**src/rtl/nbit_shift_register_if.sv**
```systemverilog
// Handshake and data bundle for nbit_shift_register.
// master drives data/mode/sin/start/amt (and rot if ROTATE_EN); slave returns q/sout/busy/done.
interface nbit_shift_register_if #(
  parameter int N  = 8,
  parameter int AW = 4
);
  logic [N-1:0]  data;
  logic [1:0]    mode;
  logic          sin;
  logic          start;
  logic [AW-1:0] amt;
`ifdef ROTATE_EN
  logic          rot;
`endif
  logic [N-1:0]  q;
  logic          sout_r;
  logic          sout_l;
  logic          busy;
  logic          done;

`ifdef ROTATE_EN
  modport master (
    output data, mode, sin, start, amt, rot,
    input  q, sout_r, sout_l, busy, done
  );
  modport slave (
    input  data, mode, sin, start, amt, rot,
    output q, sout_r, sout_l, busy, done
  );
`else
  modport master (
    output data, mode, sin, start, amt,
    input  q, sout_r, sout_l, busy, done
  );
  modport slave (
    input  data, mode, sin, start, amt,
    output q, sout_r, sout_l, busy, done
  );
`endif
endinterface

```
**src/rtl/nbit_shift_register.sv**
```systemverilog
// N-bit shift register: hold/shift/load per edge, plus multi-cycle shift sequences.
// Ports: clk, rst (sync, active-high), bus (slave modport); ROTATE_EN adds bus.rot.
module nbit_shift_register #(
  parameter int N  = 8,
  parameter int AW = 4
) (
  input  logic                  clk,
  input  logic                  rst,
  nbit_shift_register_if.slave  bus
);

  localparam logic [0:0] IDLE = 1'b0;
  localparam logic [0:0] BUSY = 1'b1;

  logic [0:0]    state;
  logic [AW-1:0] cnt;
  logic          dir_l;
  logic [N-1:0]  q_r;
  logic          done_r;

  logic          in_r;
  logic          in_l;
  logic [N-1:0]  shr;
  logic [N-1:0]  shl;
  logic          is_shift;

`ifdef ROTATE_EN
  assign in_r = bus.rot ? q_r[0]   : bus.sin;
  assign in_l = bus.rot ? q_r[N-1] : bus.sin;
`else
  assign in_r = bus.sin;
  assign in_l = bus.sin;
`endif

  assign shr      = {in_r, q_r[N-1:1]};
  assign shl      = {q_r[N-2:0], in_l};
  assign is_shift = (bus.mode == 2'b01)
                 || (bus.mode == 2'b10);

  always_ff @(posedge clk) begin
    if (rst) begin
      state  <= IDLE;
      cnt    <= '0;
      dir_l  <= 1'b0;
      q_r    <= '0;
      done_r <= 1'b0;
    end else begin
      done_r <= 1'b0;
      if (state == IDLE) begin
        if (bus.start && is_shift) begin
          // q holds on the start edge
          if (bus.amt == '0) begin
            done_r <= 1'b1;
          end else begin
            dir_l <= bus.mode[1];
            cnt   <= bus.amt;
            state <= BUSY;
          end
        end else begin
          unique case (1'b1)
            bus.mode == 2'b01: q_r <= shr;
            bus.mode == 2'b10: q_r <= shl;
            bus.mode == 2'b11: q_r <= bus.data;
            default:           q_r <= q_r;
          endcase
        end
      end else begin
        q_r <= dir_l ? shl : shr;
        cnt <= cnt - AW'(1);
        if (cnt == AW'(1)) begin
          state  <= IDLE;
          done_r <= 1'b1;
        end
      end
    end
  end

  assign bus.q      = q_r;
  assign bus.sout_r = q_r[0];
  assign bus.sout_l = q_r[N-1];
  assign bus.busy   = (state == BUSY);
  assign bus.done   = done_r;

endmodule

```
**src/flat_wrapper.sv**
```systemverilog
// flat-port wrapper written by rule: the top's interface ports become plain ports
module nbit_shift_register_flat 
#(
  parameter int N  = 8,
  parameter int AW = 4
)
  (clk, rst, bus_data, bus_mode, bus_sin, bus_start, bus_amt, bus_q, bus_sout_r, bus_sout_l, bus_busy, bus_done);
  nbit_shift_register_if #(.N(N), .AW(AW)) bus_i ();
  input  logic clk;
  input  logic rst;
  input wire logic [$bits(bus_i.data)-1:0] bus_data;
  input wire logic [$bits(bus_i.mode)-1:0] bus_mode;
  input wire logic [$bits(bus_i.sin)-1:0] bus_sin;
  input wire logic [$bits(bus_i.start)-1:0] bus_start;
  input wire logic [$bits(bus_i.amt)-1:0] bus_amt;
  output wire logic [$bits(bus_i.q)-1:0] bus_q;
  output wire logic [$bits(bus_i.sout_r)-1:0] bus_sout_r;
  output wire logic [$bits(bus_i.sout_l)-1:0] bus_sout_l;
  output wire logic [$bits(bus_i.busy)-1:0] bus_busy;
  output wire logic [$bits(bus_i.done)-1:0] bus_done;
  assign bus_i.data = bus_data;
  assign bus_i.mode = bus_mode;
  assign bus_i.sin = bus_sin;
  assign bus_i.start = bus_start;
  assign bus_i.amt = bus_amt;
  assign bus_q = bus_i.q;
  assign bus_sout_r = bus_i.sout_r;
  assign bus_sout_l = bus_i.sout_l;
  assign bus_busy = bus_i.busy;
  assign bus_done = bus_i.done;
  nbit_shift_register #(.N(N), .AW(AW)) u_core (.clk(clk), .rst(rst), .bus(bus_i));
endmodule
```
**config.mk**
```make
export PLATFORM = sky130hd
export DESIGN_NAME = nbit_shift_register_flat
export DESIGN_NICKNAME = d
export VERILOG_FILES = /design/src/rtl/nbit_shift_register_if.sv /design/src/rtl/nbit_shift_register.sv /design/src/flat_wrapper.sv
export SDC_FILE = /design/constraint.sdc
export NUM_CORES = 1
export LEC_CHECK = 0
export CAP_MARGIN = 20
export CORE_MARGIN = 4
export CORE_UTILIZATION = 35
export DETAILED_ROUTE_END_ITERATION = 10
export GPL_ROUTABILITY_DRIVEN = 0
export PLACE_DENSITY = 0.64
export RECOVER_POWER = 100
export SYNTH_ARGS = -nofsm -noshare
export SYNTH_HDL_FRONTEND = slang
export SYNTH_SLANG_ARGS = --single-unit
```
**constraint.sdc**
```tcl
create_clock -name clk -period 2.67 [get_ports clk]
set_input_delay 0.6675 -clock clk [delete_from_list [all_inputs] [get_ports clk]]
set_output_delay 0.6675 -clock clk [all_outputs]
set_load 0.005 [all_outputs]
```
## After elaboration in Yosys (flattened, before gate mapping)

Index checks and enable logic that the tools add are counted.

| storage, ports and cells | value |
|---|---|
| register bits | 15 |
| latch bits | 0 |
| memory bits (writable) | 0 |
| memory bits (read-only) | 0 |
| input port bits | 18 |
| output and inout bits | 12 |
| logic and storage cells | 37 |
| memories kept | 0 |

| cells by class | value |
|---|---|
| add/subtract/negate cells | 1 |
| multipliers | 0 |
| divide/modulo/power cells | 0 |
| magnitude comparators | 0 |
| equal/unequal tests | 6 |
| shift operators | 0 |
| multiplexer cells | 15 |
| bitwise gates (word level) | 2 |
| reductions and logical operators | 8 |

Operator list:

| cell | count |
|---|---|
| 8-bit two-way mux | 3 |
| 8-bit case mux with 3 select lines | 1 |
| 4-bit two-way mux | 3 |
| 1-bit two-way mux | 8 |
| 2-bit == test, second input constant | 2 |
| 4-bit by 1-bit == test with 1-bit output, second input constant | 1 |
| 4-bit zero test | 1 |
| 2-bit by 1-bit != test with 1-bit output, second input constant | 2 |
| 2-bit AND reduction | 2 |
| 4-bit nonzero test | 1 |
| 4-bit by 1-bit subtractor with 4-bit output, second input constant | 1 |
| 3-bit AND reduction | 1 |
| 2-bit by 1-bit == test with 1-bit output, second input constant | 1 |
| 1-bit NOT | 2 |
| 2-bit nonzero test | 1 |
| 1-bit logical AND | 1 |
| 1-bit logical OR | 1 |

## Longest topological paths before layout

| depth | value |
|---|---|
| depth after elaboration | 5 |
| mapped depth | 7 |
| mapped depth without buffers | 6 |

## Least setup slack after synthesis

OpenSTA, ideal clock, no wires.

| timing | value |
|---|---|
| kind | input-to-reg |
| start point | input port bus_mode[0] |
| end point | register u_core.q_r[0], in the netlist u_core.bus.q[0] |
| setup time | 0.132 ns |
| data arrival time | 1.774 ns |
| data required time | 2.538 ns |
| setup slack | 0.764 ns |
| cell stages on the path | 7 |
| buffers on the path | 1 |
| path through | inv_1 -> ha_1 -> buf_4 -> or3_4 -> nand3_1 -> a21o_1 -> a31oi_1 |

| between the ends | value |
|---|---|
| cells in the longest elaborated chain, start to end | 5 |
| elaborated cells on any way between the ends | 11 |
| classes of those cells | eq/ne (4); mux (3); reduce/logical (4) |

Ends and longest elaborated chain:

| what | line | RTL |
|---|---|---|
| start: declaration | flat_wrapper.sv:12 | `input wire logic [$bits(bus_i.mode)-1:0] bus_mode;` |
| 2-bit by 1-bit == test with 1-bit output / 2-bit == test (equally long branches) | - |  |
| 1-bit logical OR | nbit_shift_register.sv:38 | `\|\| (bus.mode == 2'b10);` |
| 1-bit logical AND | nbit_shift_register.sv:50 | `if (bus.start && is_shift) begin` |
| 2-bit by 1-bit != test with 1-bit output (no source line) | - |  |
| 2-bit AND reduction (no source line) | - |  |
| end signal: assignment | nbit_shift_register.sv:61 | `bus.mode == 2'b01: q_r <= shr;` |
| end signal: assignment | nbit_shift_register.sv:62 | `bus.mode == 2'b10: q_r <= shl;` |
| end signal: assignment | nbit_shift_register.sv:63 | `bus.mode == 2'b11: q_r <= bus.data;` |
| end: declaration | nbit_shift_register.sv:18 | `logic [N-1:0] q_r;` |

Parallel ways exist; a longest one is shown, timed or not. The select of a mux whose other input is x is not followed.
A chain may end at the register's enable or synchronous reset.

## Final worst setup path

| timing | value |
|---|---|
| start point | input port bus_mode[0] |
| end point | register u_core.q_r[3], in the netlist u_core.bus.q[3] |

The elaborated chain is that of the path after synthesis.

==> out/qor.yml <==
grt_use_total_pct: 14.7
slowest_stage: "dlygate4sd3_1"
critical_path_class: "in2reg"
ys_seq_area_share_pct: 29.9
grt_pass1_vias: 939
layout_min_cycle_time_ns: 2.30
min_period_over_period_pct: 86.1
synth_cell_type_count: 28
place_inst: 178
max_stage_delay_ns: 0.57
cts.clk_slew.worst_paths_ns: 0.09
routed_via_density: 5.38
finalClockSkew_ns: 0.00523
max_cap_viol_count: 0
grtUsageMet1_pct: 19.6
cts_buffers: 3
area_growth_pct: 33.8
slew_viol_final: 0
grt-ovfl-total: 0
tns_ns: 0
critPathCaptureType: "flop"
insertion_delay_ns: 0.29
ys.warnings.count: 0
clock-sinks: 15
post_dp_cell_area_um2: 1320
nets: 175
die_h_um: 61.5
portBuffers: 29
final_area_um2: 1340
rsz0062_at_grt: "no"
diodes: 0
worstMarginPinSlew_ns: 0.430
ir_drop_v: 0.000322
synth_nets: 144
cts_resized: 0
worstPathArrival_ns: 2.51
syn-cell-area_um2: 1000
max_freq_ghz: 0.435
antenna_found_initial: 0
grt_use_met3_pct: 5.03
ant_nets: 0
grtUsageMet2_pct: 21.7
finalHoldViolCount: 0
drc: 0
critPathMaxFanout: 8
row_count: 19
power_leakage_nw: 0.501
initial_core_util_pct: 36.4
drt-initial-drc-count: 31
dieArea_um2: 3790
ys_ff_latch: 15
postSynthCellCount: 121
drt_pre_antenna_iters: 4
top_usage_layer: "met2"
cts_tree: "built"
via_count: 980
final_common_cell: "nand2_1"
coreArea_um2: 2760
hp-class: "reg2reg"
pre_cts_ws_ns: 0.139
clock_tree.root_cell: "clkbuf_4"
slew_headroom_pct: 71.1
critPathLaunchType: "input port"
outcome: "complete, no violations"
crit_chain: "dlygate4sd3_1 -> inv_1 -> ha_1 -> nand2b_1 -> nand3_1 -> a21o_1 -> a31oi_1"
clockBufferDepth: 2
final-instance-count-excl-fill: 182
layout_common_cells: "nand2_1 (28), clkdlybuf4s50_1 (17), dfxtp_1 (15)"
grt_first_pass_wirelength_um: 4160
grt_max_degree: 20
wl_per_cell_um: 13.7
dieWidth_um: 61.5
power_density_nw_per_um2: 423
routed_wl_um: 2490
drive_gt1_share_pct: 12.6
place_hpwl_um: 1850
finalSetupViolCount: 0
avgSynthCellArea_um2: 8.29
postCtsSetupBuffers: 0
setup_ws_ns: 0.372
holdBufCountCts: 0
cp_data_required_time_ns: 2.88
ioPinCount: 30
cts_htree_levels: 1
-- synth_stat cells --
library cell  instances  area share [%]
nand2b_1              2             1.2
nor2b_1               1            0.62
nand3_1               1            0.50
buf_4                 3             2.2
ha_1                  5             6.2
or3_4                 1             1.1
nor4_2                1             1.2
o31ai_1               1            0.75
a22oi_1               8             6.0
a21oi_4               1             1.6
a221oi_1              2             1.7
o21ai_0               1            0.50
nand2_1              28              10
a311o_1               1             1.0
mux2_2                8             9.0
clkbuf_1              2            0.75
xnor2_1               2             1.7
a31oi_1               9             5.6
buf_2                 2             1.0
mux2i_1               1             1.0
nor3_1                3             1.5
buf_1                 1            0.37
dfxtp_1              15              30
nor2_1                3             1.1
a21o_1                8             6.0
a211oi_1              5             3.7
inv_1                 5             1.9
buf_6                 1             1.1
-- through the flow --
stage	total power (W)	utilization (%)	hold slack, ns
after floorplan	0.000369	-	0.494
after global placement	0.000442	48.0	0.503
after detailed placement	0.000445	48.0	0.507
after CTS	0.000579	48.9	0.521
after global routing	0.000609	48.7	0.566
final	0.000567	48.7	0.513
-- registers in the layout, indices dropped and copies added, names as in the netlist --
register	count
u_core.bus.busy	1
u_core.bus.done	1
u_core.cnt	4
u_core.dir_l	1
u_core.bus.q	8
-- final timing paths --
| kind | end | slack (ns) | cells past startpoint | from |
|---|---|---|---|---|
| worst max register to register | u_core.bus.q[3] | 1.08 | 5 | u_core.bus.busy |
| worst max-delay path | u_core.bus.q[3] | 0.37 | 7 | bus_mode[0] |
| worst min register to register | u_core.bus.q[7] | 0.51 | 2 | u_core.bus.q[7] |
| worst min-delay path | u_core.bus.q[7] | 0.51 | 2 | u_core.bus.q[7] |
-- where the power goes --
part	switching, W	leakage (nW)	internal, W
Clock	0.0000766	0.0150	0.0000581
Sequential	0.0000219	0.123	0.000241
Combinational	0.0000776	0.363	0.0000918
Total	0.000176	0.501	0.000391
-- final cells by class --
class / instances / area [um2]
Multi-Input combinational cell: 92 / 629
Fill cell: 264 / 1420
Timing Repair Buffer: 35 / 329
Tap cell: 31 / 38.8
Inverter: 5 / 18.8
Sequential cell: 15 / 300
Clock buffer: 4 / 26.3
-- cells by family after synthesis --
kind of cell             Yosys count  share of synthesized area (%)
buffers and inverters             14                           7.36
XOR/XNOR                           2                           1.75
multiplexers                       9                           9.98
AO/OA/AOI/OAI                     36                           26.9
adder cells (fa/ha/maj)            5                           6.23
flip-flops                        15                           29.9
AND/OR/NAND/NOR                   40                           17.8
-- metal layers --
layer  up-vias  share of wire, %
met3         2               6.2
met2        28                48
met4         0              0.68
li1        497                 -
met5         -                 0
met1       453                45
-- critical path: cells and delay by family --
family,cells,cell delay (ns)
AO/OA/AOI/OAI,2,0.41
AND/OR/NAND/NOR,2,0.51
adder cells (fa/ha/maj),1,0.29
buffers and inverters,2,0.62
Power figures use the tool's default switching activity.
